--- src/rtl/tomasulo_cdb_sched_if.sv ---
// Request/grant and reservation-broadcast bundle between the reservation
// stations (master) and the CDB slot scheduler (slave).
interface tomasulo_cdb_sched_if #(
  parameter int unsigned REQ_N = 4,
  parameter int unsigned SCH_W = 8
);
  localparam int unsigned LW = (SCH_W > 1) ? $clog2(SCH_W) : 1;
  localparam int unsigned IW = (REQ_N > 1) ? $clog2(REQ_N) : 1;

  logic [REQ_N-1:0]         req;
  logic [REQ_N-1:0][LW-1:0] lat;
  logic                     flush;
  logic [REQ_N-1:0]         gnt;
  logic [SCH_W-1:0]         sch_r;
  logic                     cdb_own_vld;
  logic [IW-1:0]            cdb_own_id;
  logic                     err_r;

  modport master (
    output req, lat, flush,
    input  gnt, sch_r, cdb_own_vld, cdb_own_id, err_r
  );

  modport slave (
    input  req, lat, flush,
    output gnt, sch_r, cdb_own_vld, cdb_own_id, err_r
  );
endinterface

--- src/rtl/tomasulo_cdb_sched.sv ---
// CDB slot scheduler: reservation stations book the common data bus L cycles
// ahead; a round-robin arbiter issues at most one booking per cycle into a
// shifting reservation vector with a parallel owner pipeline.
module tomasulo_cdb_sched #(
  parameter int unsigned REQ_N = 4,
  parameter int unsigned SCH_W = 8
) (
  input  logic                 clk,
  input  logic                 rst_n,
  tomasulo_cdb_sched_if.slave  bus
);
  localparam int unsigned LW = (SCH_W > 1) ? $clog2(SCH_W) : 1;
  localparam int unsigned IW = (REQ_N > 1) ? $clog2(REQ_N) : 1;

  logic [SCH_W-1:0]         sch_q, sch_d;
  logic [SCH_W-1:0][IW-1:0] own_q, own_d;
  logic [IW-1:0]            rr_ptr_q, rr_ptr_d;
  logic                     err_q, err_d;

  logic [REQ_N-1:0] legal;
  logic [REQ_N-1:0] elig;
  logic [REQ_N-1:0] gnt;
  logic             win_vld;
  logic [IW-1:0]    win_id;
  logic [LW-1:0]    win_lat;
  logic [IW-1:0]    idx;

  // Per-requester latency legality and eligibility (slot lat[i] must be free).
  always_comb begin
    legal = '0;
    elig  = '0;
    for (int unsigned i = 0; i < REQ_N; i++) begin
      legal[i] = (bus.lat[i] != '0) && (32'(bus.lat[i]) < SCH_W);
      elig[i]  = rst_n && bus.req[i] && legal[i] && !bus.flush
                 && !sch_q[bus.lat[i]];
    end
  end

  // Round-robin pick: first eligible requester at or after rr_ptr_q.
  always_comb begin
    win_vld = 1'b0;
    win_id  = '0;
    idx     = '0;
    gnt     = '0;
    for (int unsigned j = 0; j < REQ_N; j++) begin
      idx = IW'((32'(rr_ptr_q) + j) % REQ_N);
      if (!win_vld && elig[idx]) begin
        win_vld = 1'b1;
        win_id  = idx;
      end
    end
    if (win_vld) gnt[win_id] = 1'b1;
    win_lat = bus.lat[win_id];
  end

  // Next state: shift schedule and owners, book the winner's slot, track errors.
  always_comb begin
    sch_d    = {1'b0, sch_q[SCH_W-1:1]};
    own_d    = {{IW{1'b0}}, own_q[SCH_W-1:1]};
    rr_ptr_d = rr_ptr_q;
    err_d    = err_q | (|(bus.req & ~legal));
    if (bus.flush) begin
      sch_d = '0;
      own_d = '0;
    end else if (win_vld) begin
      // Booking lands one below L because the vector shifts in the same edge.
      sch_d[win_lat - LW'(1)] = 1'b1;
      own_d[win_lat - LW'(1)] = win_id;
      rr_ptr_d = IW'((32'(win_id) + 1) % REQ_N);
    end
  end

  // State registers with asynchronous active-low reset.
  always_ff @(posedge clk or negedge rst_n) begin
    if (!rst_n) begin
      sch_q    <= '0;
      own_q    <= '0;
      rr_ptr_q <= '0;
      err_q    <= 1'b0;
    end else begin
      sch_q    <= sch_d;
      own_q    <= own_d;
      rr_ptr_q <= rr_ptr_d;
      err_q    <= err_d;
    end
  end

  assign bus.gnt         = gnt;
  assign bus.sch_r       = sch_q;
  assign bus.cdb_own_vld = sch_q[0];
  assign bus.cdb_own_id  = own_q[0];
  assign bus.err_r       = err_q;
endmodule

--- src/flat_wrapper.sv ---
// flat-port wrapper written by rule: the top's interface ports become plain ports
module tomasulo_cdb_sched_flat 
#(
  parameter int unsigned REQ_N = 4,
  parameter int unsigned SCH_W = 8
)
  (clk, rst_n, bus_req, bus_lat, bus_flush, bus_gnt, bus_sch_r, bus_cdb_own_vld, bus_cdb_own_id, bus_err_r);
  tomasulo_cdb_sched_if #(.REQ_N(REQ_N), .SCH_W(SCH_W)) bus_i ();
  input  logic clk;
  input  logic rst_n;
  input wire logic [$bits(bus_i.req)-1:0] bus_req;
  input wire logic [$bits(bus_i.lat)-1:0] bus_lat;
  input wire logic [$bits(bus_i.flush)-1:0] bus_flush;
  output wire logic [$bits(bus_i.gnt)-1:0] bus_gnt;
  output wire logic [$bits(bus_i.sch_r)-1:0] bus_sch_r;
  output wire logic [$bits(bus_i.cdb_own_vld)-1:0] bus_cdb_own_vld;
  output wire logic [$bits(bus_i.cdb_own_id)-1:0] bus_cdb_own_id;
  output wire logic [$bits(bus_i.err_r)-1:0] bus_err_r;
  assign bus_i.req = bus_req;
  assign bus_i.lat = bus_lat;
  assign bus_i.flush = bus_flush;
  assign bus_gnt = bus_i.gnt;
  assign bus_sch_r = bus_i.sch_r;
  assign bus_cdb_own_vld = bus_i.cdb_own_vld;
  assign bus_cdb_own_id = bus_i.cdb_own_id;
  assign bus_err_r = bus_i.err_r;
  tomasulo_cdb_sched #(.REQ_N(REQ_N), .SCH_W(SCH_W)) u_core (.clk(clk), .rst_n(rst_n), .bus(bus_i));
endmodule
--- config.mk ---
export PLATFORM = sky130hd
export DESIGN_NAME = tomasulo_cdb_sched_flat
export DESIGN_NICKNAME = d
export VERILOG_FILES = /design/src/rtl/tomasulo_cdb_sched_if.sv /design/src/rtl/tomasulo_cdb_sched.sv /design/src/flat_wrapper.sv
export SDC_FILE = /design/constraint.sdc
export NUM_CORES = 1
export LEC_CHECK = 0
export CAP_MARGIN = 40
export CORE_UTILIZATION = 56
export DETAILED_ROUTE_END_ITERATION = 10
export HOLD_SLACK_MARGIN = 0.02
export PLACE_DENSITY = 0.85
export SYNTH_ARGS = -nofsm -noshare
export SYNTH_HDL_FRONTEND = slang
export SYNTH_SLANG_ARGS = --single-unit
--- constraint.sdc ---
create_clock -name clk -period 8.95 [get_ports clk]
set_clock_uncertainty 0.1 [all_clocks]
set_input_delay 2.2375 -clock clk [delete_from_list [all_inputs] [get_ports clk]]
set_output_delay 2.2375 -clock clk [all_outputs]
set_load 0.1 [all_outputs]
==> results of run 1 <==
==> worst max-delay path, stage by stage <==
cell	delay [ns]
clkdlybuf4s50_1	0.65
mux2i_1	0.27
o21ai_1	0.12
a2111oi_4	0.52
a31oi_2	0.10
nor2_2	0.36
clkinv_1	0.37
ha_1	0.30
nor2b_1	0.13
buf_4	0.26
==> through the flow <==
stage	setup slack [ns]	power [W]	cell area, um2	cells	utilization (%)
global route	1.12	0.000365	2390	278	77.0
finish	1.29	0.000348	2390	278	77.0
detailed placement	1.33	0.000294	2360	274	76.0
CTS	1.31	0.000347	2390	278	77.0
global placement	1.49	0.000276	2170	261	70.0
floorplan	1.09	0.000245	1860	195	-
==> metal layers <==
metal,vias to the layer above,share of wire [%],GRT usage [%]
li1,802,-,-
met1,815,43,40.8
met2,90,49,50.4
met3,8,7.6,3.93
met4,0,0.82,4.65
met5,-,0,0
==> cell usage after synthesis (5+ instances only) <==
cell,count
o21ai_1,8
a21oi_1,11
mux2i_1,17
inv_1,15
nand2_1,13
nor2_1,6
nand3_1,7
nor2b_1,5
ha_1,5
dfrtp_1,27
o311ai_0,5
a211oi_1,6
==> layout by cell type, fill, tap and decap left out, types with 3 or more instances in the layout <==
master | Yosys | routed
a21oi_1 | 11 | 11
clkbuf_4 | 0 | 3
nor3b_1 | 4 | 4
o21ai_0 | 4 | 4
nand3_1 | 7 | 7
a211oi_1 | 6 | 6
o311ai_0 | 5 | 5
nand2_1 | 13 | 13
o311ai_1 | 3 | 3
buf_4 | 4 | 6
nor2_1 | 6 | 6
nor2b_1 | 5 | 5
buf_8 | 0 | 12
dfrtp_1 | 27 | 27
o21ai_1 | 8 | 8
mux2i_1 | 17 | 17
inv_1 | 15 | 15
ha_1 | 5 | 5
clkdlybuf4s50_1 | 0 | 30
or3_1 | 4 | 4
==> logic make-up (layout without fill, tap and decap cells) <==
group	count (synthesis)	count (layout)	share of synthesized area (%)
AO/OA/AOI/OAI	53	53	21.8
adder cells (fa/ha/maj)	5	5	3.37
buffers and inverters	31	70	7.75
flip-flops	27	27	36.4
multiplexers	19	19	10.4
AND/OR/NAND/NOR	60	60	20.2
==> sequential cells by signal (all words and copies together), names as in the netlist <==
signal,cells
u_core.own_q,14
u_core.bus.sch_r,8
u_core.bus.cdb_own_id,2
u_core.rr_ptr_q,2
u_core.bus.err_r,1
==> power groups by stage <==
stage / logic, W / registers [W] / clock network, W
final: 0.000152 / 0.000141 / 0.0000550
after global routing: 0.000162 / 0.000141 / 0.0000614
after CTS: 0.000152 / 0.000140 / 0.0000555
after detailed placement: 0.000151 / 0.000142 / 0
after global placement: 0.000134 / 0.000142 / 0
after floorplan: 0.0000841 / 0.000161 / 0
==> cell type report <==
cell class | instances | area, um2 | area share, %
Multi-Input combinational cell | 137 | 1040 | 43.4
Sequential cell | 27 | 676 | 28.3
Timing Repair Buffer | 48 | 526 | 22.0
Inverter | 18 | 67.6 | 2.83
Tap cell | 44 | 55.1 | 2.30
Clock buffer | 3 | 22.5 | 0.942
Clock inverter | 1 | 7.51 | 0.314
==> path summary, 6_finish.rpt <==
path                                                   to  depth (start not counted)
max in group asynchronous       u_core.own_q[7]$_DFF_PN0_                          2
worst max register to register  u_core.own_q[8]$_DFF_PN0_                         15
min in group asynchronous       u_core.own_q[6]$_DFF_PN0_                          2
worst min register to register  u_core.own_q[9]$_DFF_PN0_                          2
worst min-delay path            u_core.own_q[9]$_DFF_PN0_                          2
worst max-delay path                           bus_gnt[0]                         10
==> results.md, run 1 <==
- H-tree levels: 1
- Fin crit period: approximately 7.7 ns
- Final net count: 259
- Min-Delay Path Class: flop to flop
- Logic pwr share: 43.8%
- Mapped cell area: 0.00186 mm2
- Critical path fanouts, max: 11
- Area grow syn2layout: 28.8%
- Top post-synthesis cells by area: dfrtp_1 (36%), mux2i_1 (9.2%), ha_1 (3.4%), inv_1 (3.0%), a21oi_1 (3.0%)
- Std-Cell Rows: 20
- Core area: just over 0.003 mm2
- CP Data Arrival Time: approximately 5.3 ns
- Syn Inst Count: 195
- Power share of the sequential group: about two fifths
- Antenna-violating nets left: 0
- Clock sink count: 27
- Max Clk Rate: roughly 130 MHz
- Worst R2R Start: u_core.bus.sch_r[1]$_DFF_PN0_
- NetSw: between 0.0001 and 0.00015 W
- Initial Utilization: 59.8%
- EDFF count, synth: 0
- Mean area per synthesized cell: 9.52 um2
- Root buffer cell: clkbuf_4
- Worst setup EP type: output port
- # hold bufs at CTS: 0
- CP required: 6.61 ns
- Via density: 6.17
- Die width: a little under 60 um
- Largest net degree at the start of global routing: 28
- PwrDens: 146 mW/mm2
- CTS tree: done
- Run status: completed
- Residual DRC: 0
- Syn Nets: 219
- Clock slew at reported path FFs: approximately 0.15 ns
- Fin. max-slew vios: 0
- Diodes inserted: 0
- Slew @ Worst Pin: about 0.80 ns
- Final setup TNS: 0 ns
- Slack of the worst reg-to-reg path: 4.45 ns
- Fin Hold WS: ~0.42 ns
- Full die area: 0.00355 mm2
- RSZ-0062 raised after global routing: no
- Synth warnings: 0
- FILL cells: 229
- Postcts setup bufs: 0
- Initial DRC count: between 150 and 200
- Clock power share: roughly 16%
- GRT Util Overall: between 20 and 30%
- Setup crit start kind: input port
- Worst setup path startpoint: bus_lat[9]
- PostCTS Resize Cnt: 0
- Wire length of the first global-routing pass: just under 8000 um
- IO Count: 35
- Main flop type after synthesis: dfrtp_1
- Hold Startpoint: u_core.own_q[11]$_DFF_PN0_
- VDD IR-drop max: 0.000131 V
- Via count: 1,715
- Synth cell types: 55
- Yosys reg bits: 27
- Hold Fails Final Rpt: 0
- Pleak: 1.03 nW
- Final GP Congestion: 0.887
- Yosys top cell area share: 36.4%
- Die Y: 59.6 um
- I/O Buffers: 34
- Worst slew margin: between 40% and 50%
- Clock latency on the worst-skew pair: 0.32 ns
- DRT Pass-1 Iters: 5
- Most area-hungry cell type in the Yosys netlist: dfrtp_1
- Sequential share of the synthesized area: 36.4%
- Remaining Overflow, GRT: 0
- Async SR Flop Fraction: 100%
- Wirelength per Cell: 17.5 um
- CTS Buf Count: 3
- Cell internal pwr: 0.000202 W
- Setup violators final: 0
- Total routed wirelength: about 4900 um
- Number of max-cap violations: 0
- Initial antenna violation count: 0
- Share of cells above drive strength 1: 17.5%
- Tcrit/Tclk final: 85.6%
- Critical path class: input port to output port
- Number of global-route vias before repair: 1,630
- Max Root-Sink Buffers: 2
- HPWL after DPL: approximately 3700 um
- Sw frac: 41.8%
Note: power is estimated with default switching activity, not from simulation.
==> run 2, diff against run 1 <==
PLACE_DENSITY = 0.92   (was 0.85)
==> results.md, run 2 (synthesis gave the netlist of run 1 again) <==
- Run status: completed
- Clock latency on the worst-skew pair: 0.32 ns
- Final net count: approximately 260
- HPWL after DPL: between 3000 and 4000 um
- CTS tree: done
- GRT Util Overall: between 20% and 30%
- # hold bufs at CTS: 0
- Met2 routed WL: 2210 um
- Area of the multi-input gates: 0.00104 mm2
- Largest net degree at the start of global routing: 29
- Remaining Overflow, GRT: 0
- Core area: 0.00310 mm2
- Setup crit start kind: input port
- Antenna-violating nets left: 0
- Full die area: about 0.0035 mm2
- Initial DRC count: 96
- Critical path class: input port to output port
- Highest Signal Layer: met4
- FILL cells: 210
- Worst setup EP type: output port
- Most frequent cells in the layout: clkdlybuf4s50_1 (30), dfrtp_1 (27), mux2i_1 (17)
- Wirelength per Cell: around 16 um
- Pleak: 1.03 nW
- Worst slew margin: 44.4%
- I/O Buffers: 34
- IO Count: 35
- NetSw: between 0.0001 and 0.00015 W
- Total routed wirelength: 4530 um
- VDD IR-drop max: 0.000102 V
- Final setup TNS: 0 ns
- Number of flip-flops in the largest register: 14
- Clock power share: 15.0%
- Initial Utilization: 59.8%
- PwrDens: 144 mW/mm2
- Final GP Congestion: roughly 0.88
- CP required: 6.61 ns
- H-tree levels: 1
- Fin. max-slew vios: 0
- Area grow syn2layout: 28.2%
- Cell internal pwr: 0.000202 W
- Residual DRC: 0
- Wire length of the first global-routing pass: between 7000 and 8000 um
- PostCTS Resize Cnt: 0
- Logic pwr share: a little over two fifths
- Slew @ Worst Pin: 0.811 ns
- Std-Cell Rows: 20
- Reg area: 676 um2
- Largest register by flop count: u_core.own_q
- Max Clk Rate: 128 MHz
- Fin crit period: approximately 8 ns
- Postcts setup bufs: 0
- Commonest non-fill, non-tap cell in the layout: clkdlybuf4s50_1
- Root buffer cell: clkbuf_4
- WL met1: 2020 um
- DRT Pass-1 Iters: 4
- RSZ-0062 raised after global routing: no
- Share of cells above drive strength 1: 16.7%
- Via count: 1,694
- Final total power: 0.000342 W
- Clock sink count: 27
- CP Data Arrival Time: 5.45 ns
- Diodes inserted: 0
- Tcrit/Tclk final: 87.0%
- Sw frac: between 40% and 50%
- Die width: 59.6 um
- Critical path fanouts, max: 28
- Number of max-cap violations: 0
- CTS Buf Count: 3
- Number of global-route vias before repair: roughly 1,600
- Die Y: 59.6 um
- Setup violators final: 0
- Initial antenna violation count: 0
- Via density: 6.12
- Met3 WL: ~220 um
- Min-Delay Path Class: flop to flop
- Clock slew at reported path FFs: between 0.1 and 0.15 ns
- Power share of the sequential group: roughly 40%
- Max Root-Sink Buffers: 2
- Hold Fails Final Rpt: 0
==> run 2: cell count changes in the layout (fill, tap and decap cells not counted) <==
cell,previous run,this run
buf_4,6,5
clkbuf_1,0,1
clkinvlp_4,1,0
==> run 2: routing by layer <==
metal | global-route usage [%] | vias up
li1 | - | 802
met1 | 38.3 | 827
met2 | 48.0 | 54
met3 | 6.11 | 11
met4 | 11.3 | 0
met5 | 0 | -
==> run 2: path summary, 6_finish.rpt <==
check                                               from                              to  slack [ns]  depth (start not counted)
max                                                rst_n                      bus_gnt[0]        1.16                         11
min in group asynchronous                          rst_n   u_core.bus.sch_r[0]$_DFF_PN0_        2.17                          2
min reg2reg                   u_core.own_q[13]$_DFF_PN0_      u_core.own_q[11]$_DFF_PN0_        0.42                          2
min                           u_core.own_q[13]$_DFF_PN0_      u_core.own_q[11]$_DFF_PN0_        0.42                          2
max in group asynchronous                          rst_n  u_core.rr_ptr_q[1]$_DFFE_PN0P_        6.33                          2
max reg2reg                u_core.bus.sch_r[1]$_DFF_PN0_   u_core.bus.sch_r[5]$_DFF_PN0_        3.97                         14
==> run 2: layout make-up <==
type / instances / share of cell area, %
multi-input combinational: 137 / 43.6
sequential: 27 / 28.4
timing repair buffer: 47 / 21.8
inverter: 18 / 2.84
tap: 44 / 2.31
clock buffer: 4 / 1.10
==> run 2: stage by stage <==
stage	hold WS (ns)	util [%]	cells	instance area, um2	setup slack (ns)
floorplan	0.368	-	195	1860	1.09
global placement	0.367	70.0	261	2170	1.33
detailed placement	0.394	75.8	273	2350	1.19
CTS	0.410	76.7	277	2380	1.18
global route	0.435	76.7	277	2380	0.885
finish	0.415	76.7	277	2380	1.16
==> run 2: worst max-delay path: stages <==
cell             delay (ns)
clkdlybuf4s50_1        0.45
buf_4                  0.33
nor2b_4                0.25
nand2_1                0.10
a2111oi_2              0.47
a31oi_2                0.21
nor2_2                 0.34
clkinv_1               0.37
ha_1                   0.30
nor2b_1                0.12
buf_4                  0.25
==> run 2: power by group through the flow <==
| stage | Sequential [W] | Combinational [W] | Clock, W |
|---|---|---|---|
| 2_1_floorplan | 0.000161 | 0.0000841 | 0 |
| 3_3_place_gp | 0.000142 | 0.000135 | 0 |
| 3_5_place_dp | 0.000142 | 0.000149 | 0 |
| 4_1_cts | 0.000140 | 0.000150 | 0.0000531 |
| 5_1_grt | 0.000141 | 0.000161 | 0.0000581 |
| 6_report | 0.000140 | 0.000150 | 0.0000513 |
==> run 3, diff against run 2 <==
ABC_AREA = 1   (was unset)
CORE_UTILIZATION = 58   (was 56)
PLACE_DENSITY = 0.93   (was 0.92)
==> results.md, run 3 <==
- Run status: completed
- Fin. max-slew vios: 0
- RSZ-0062 raised after global routing: no
- Root buffer cell: clkbuf_8
- FILL cells: 239
- Hold Fails Final Rpt: 0
- Worst slew margin: a little over two thirds
- IO Count: 35
- Commonest cells in the netlist: nand2_1 (80), nand3_1 (43), inv_1 (39)
- Initial Utilization: 62.9%
- Tcrit/Tclk final: 84.5%
- Initial antenna violation count: 0
- PnR worst setup slack: 1.38 ns
- Hold Startpoint: u_core.bus.err_r$_DFF_PN0_
- Most frequent cells in the layout: nand2_1 (80), nand3_1 (43), inv_1 (39)
- Yosys reg bits: 27
- Synth Area in XOR/XNOR: 0.746%
- EDFF count, synth: 0
- Std-Cell Rows: 21
- Setup violators final: 0
- CP required: 6.61 ns
- Final GP Congestion: roughly 0.99
- Post-synthesis adder-cell area fraction: 2.87%
- Sequential share of the synthesized area: 31.0%
- Core area: 0.00347 mm2
- Clock slew at reported path FFs: 0.09 ns
- Crit-path max cell delay: 0.63 ns
- I/O Buffers: 34
- Hold path cells: 2
- HPWL after DPL: 4760 um
- Synth cell types: 28
- Largest register by flop count: u_core.own_q
- Share of cells above drive strength 1: between 10% and 20%
- PostCTS Resize Cnt: 0
- Worst Hold Path EP: u_core.bus.err_r$_DFF_PN0_
- Slowest-stage cell, CP: clkdlybuf4s50_1
- H-tree levels: 1
- Min-Delay Path Class: flop to flop
- Pleak: between 1 and 1.5 nW
- Yosys top cell area share: just over 30%
- Final setup TNS: 0 ns
- Clock sink count: 27
- Worst setup EP type: output port
- Crit path cell chain: clkdlybuf4s50_1 > inv_6 > nand3_1 > nor2_2 > nand4_1 > nand2_1 > nand2_1 > nand2_1 > nand4_1 > nand2_4 > nand2_8 > inv_1 > ha_1 > inv_1 > nor2_1 > buf_4
- Critical path fanouts, max: 18
- Number of max-cap violations: 0
- Max Root-Sink Buffers: 2
- PwrDens: 404 mW/mm2
- Die width: 63.3 um
- Antenna-violating nets left: 0
- Reg2reg path depth: 22
- GRT Util Overall: roughly 34%
- Initial DRC count: 330
- Mapped cell area: 0.00218 mm2
- Non-filler instance count after layout: 400
- # hold bufs at CTS: 0
- Critical path class: input port to output port
- Via count: 2,289
- Syn Inst Count: between 300 and 400
- Async SR Flop Fraction: 100%
- Remaining Overflow, GRT: 0
- Die Y: between 60 and 70 um
- Mux cell area share after synthesis: 0%
- Syn Nets: 335
- Most area-hungry cell type in the Yosys netlist: dfrtp_1
- Largest family of logic cells by synthesized area: simple AND/OR/NAND/NOR gates
- Max Clk Rate: approximately 130 MHz
- DRT Pass-1 Iters: 6
- Cell mode on critical path: nand2_1
- Postcts setup bufs: 0
- Number of flip-flops in the largest register: 14
- Full die area: roughly 0.004 mm2
- Final net count: 379
- Top post-synthesis cells by area: dfrtp_1 (31%), nand2_1 (14%), nand3_1 (9.9%), inv_1 (6.7%), nor2_1 (6.5%)
- Setup crit start kind: input port
- Commonest non-fill, non-tap cell in the layout: nand2_1
- CTS tree: done
- Synth warnings: 0
- Largest net degree at the start of global routing: 27
- CTS Buf Count: 3
- Residual DRC: 0
- VDD IR-drop max: 0.000420 V
- Reg2reg end: u_core.own_q[7]$_DFF_PN0_
- Wirelength per Cell: 15.3 um
- Total routed wirelength: 6110 um
- Most numerous cell in the Yosys netlist: nand2_1
- Mean area per synthesized cell: 7.01 um2
- Via density: 5.72
- Area grow syn2layout: 25.7%
- Post-synthesis compound-gate area fraction: 6.25%
- Main flop type after synthesis: dfrtp_1
- Place WS: 1.43 ns
- Diodes inserted: 0
- CP Data Arrival Time: 5.23 ns
- Fin crit period: around 7.6 ns
- Slack of the worst reg-to-reg path: 5.35 ns
- Number of global-route vias before repair: 2,242
- Simple-gate portion of the synthesized area: 47.7%
- Dpl cells: 396
- Wire length of the first global-routing pass: 10,400 um
- Worst R2R Start: u_core.bus.sch_r[6]$_DFF_PN0_
- Clock latency on the worst-skew pair: 0.27 ns
- Slew @ Worst Pin: 0.450 ns
run 3: changes by cell type after synthesis, sizes merged, moves of 6 or more:
cell    before  now
nor2         7   43
o21ai       12    2
o311ai       8    0
a211oi       6    0
nand3        8   58
nand2       13   89
nor2b        6    0
mux2i       17    0
inv         17   49
nand4        0   10
a21oi       11   17
run 3: worst max-delay path by stage:
stage              start    endpoint  slack [ns]  cells after the start
2_1_floorplan  bus_flush  bus_gnt[1]        1.58                     16
3_3_place_gp   bus_flush  bus_gnt[3]        1.59                     16
3_5_place_dp   bus_flush  bus_gnt[3]        1.43                     16
4_1_cts        bus_flush  bus_gnt[3]        1.42                     16
5_1_grt        bus_flush  bus_gnt[3]        1.19                     16
6_report       bus_flush  bus_gnt[3]        1.38                     16
run 3: critical path, delay by kind of cell:
kind / cells / cell delay, ns
adder cells (fa/ha/maj): 1 / 0.21
buffers and inverters: 5 / 1.55
AND/OR/NAND/NOR: 10 / 1.20
run 3: layout make-up:
cell class                 instances  area (um2)  share of cell area [%]
clock buffer                       4        45.0                    1.64
tap                               46        57.6                    2.10
inverter                          49         189                    6.89
multi-input combinational        227        1260                    45.8
timing repair buffer              47         518                    18.9
sequential                        27         676                    24.6
run 3: cells by family (layout without fill, tap and decap cells):
logic type	Yosys count	after routing
AO/OA/AOI/OAI	21	21
XOR/XNOR	1	1
adder cells (fa/ha/maj)	5	5
buffers and inverters	57	100
flip-flops	27	27
AND/OR/NAND/NOR	200	200
run 3: stage by stage:
stage / power [W] / utilization [%] / hold slack, ns / cell area (um2)
floorplan: 0.000840 / - / 0.423 / 2180
global placement: 0.000957 / 72.5 / 0.383 / 2520
detailed placement: 0.00103 / 77.7 / 0.389 / 2700
CTS: 0.00110 / 79.0 / 0.410 / 2740
global route: 0.00119 / 79.0 / 0.456 / 2740
finish: 0.00111 / 79.0 / 0.398 / 2740
run 3: metal layers:
layer	GRT usage [%]	routed length [um]	up-vias	part of all wire [%]
met1	39.5	2380	1027	39
li1	-	-	1072	-
met2	57.3	3000	164	49
met4	14.2	173	0	2.8
met5	0	0	-	0
met3	8.33	562	26	9.2
run 3: power breakdown:
group          internal (W)  switching (W)
Clock             0.0000319      0.0000374
Sequential         0.000157      0.0000297
Combinational      0.000246       0.000607
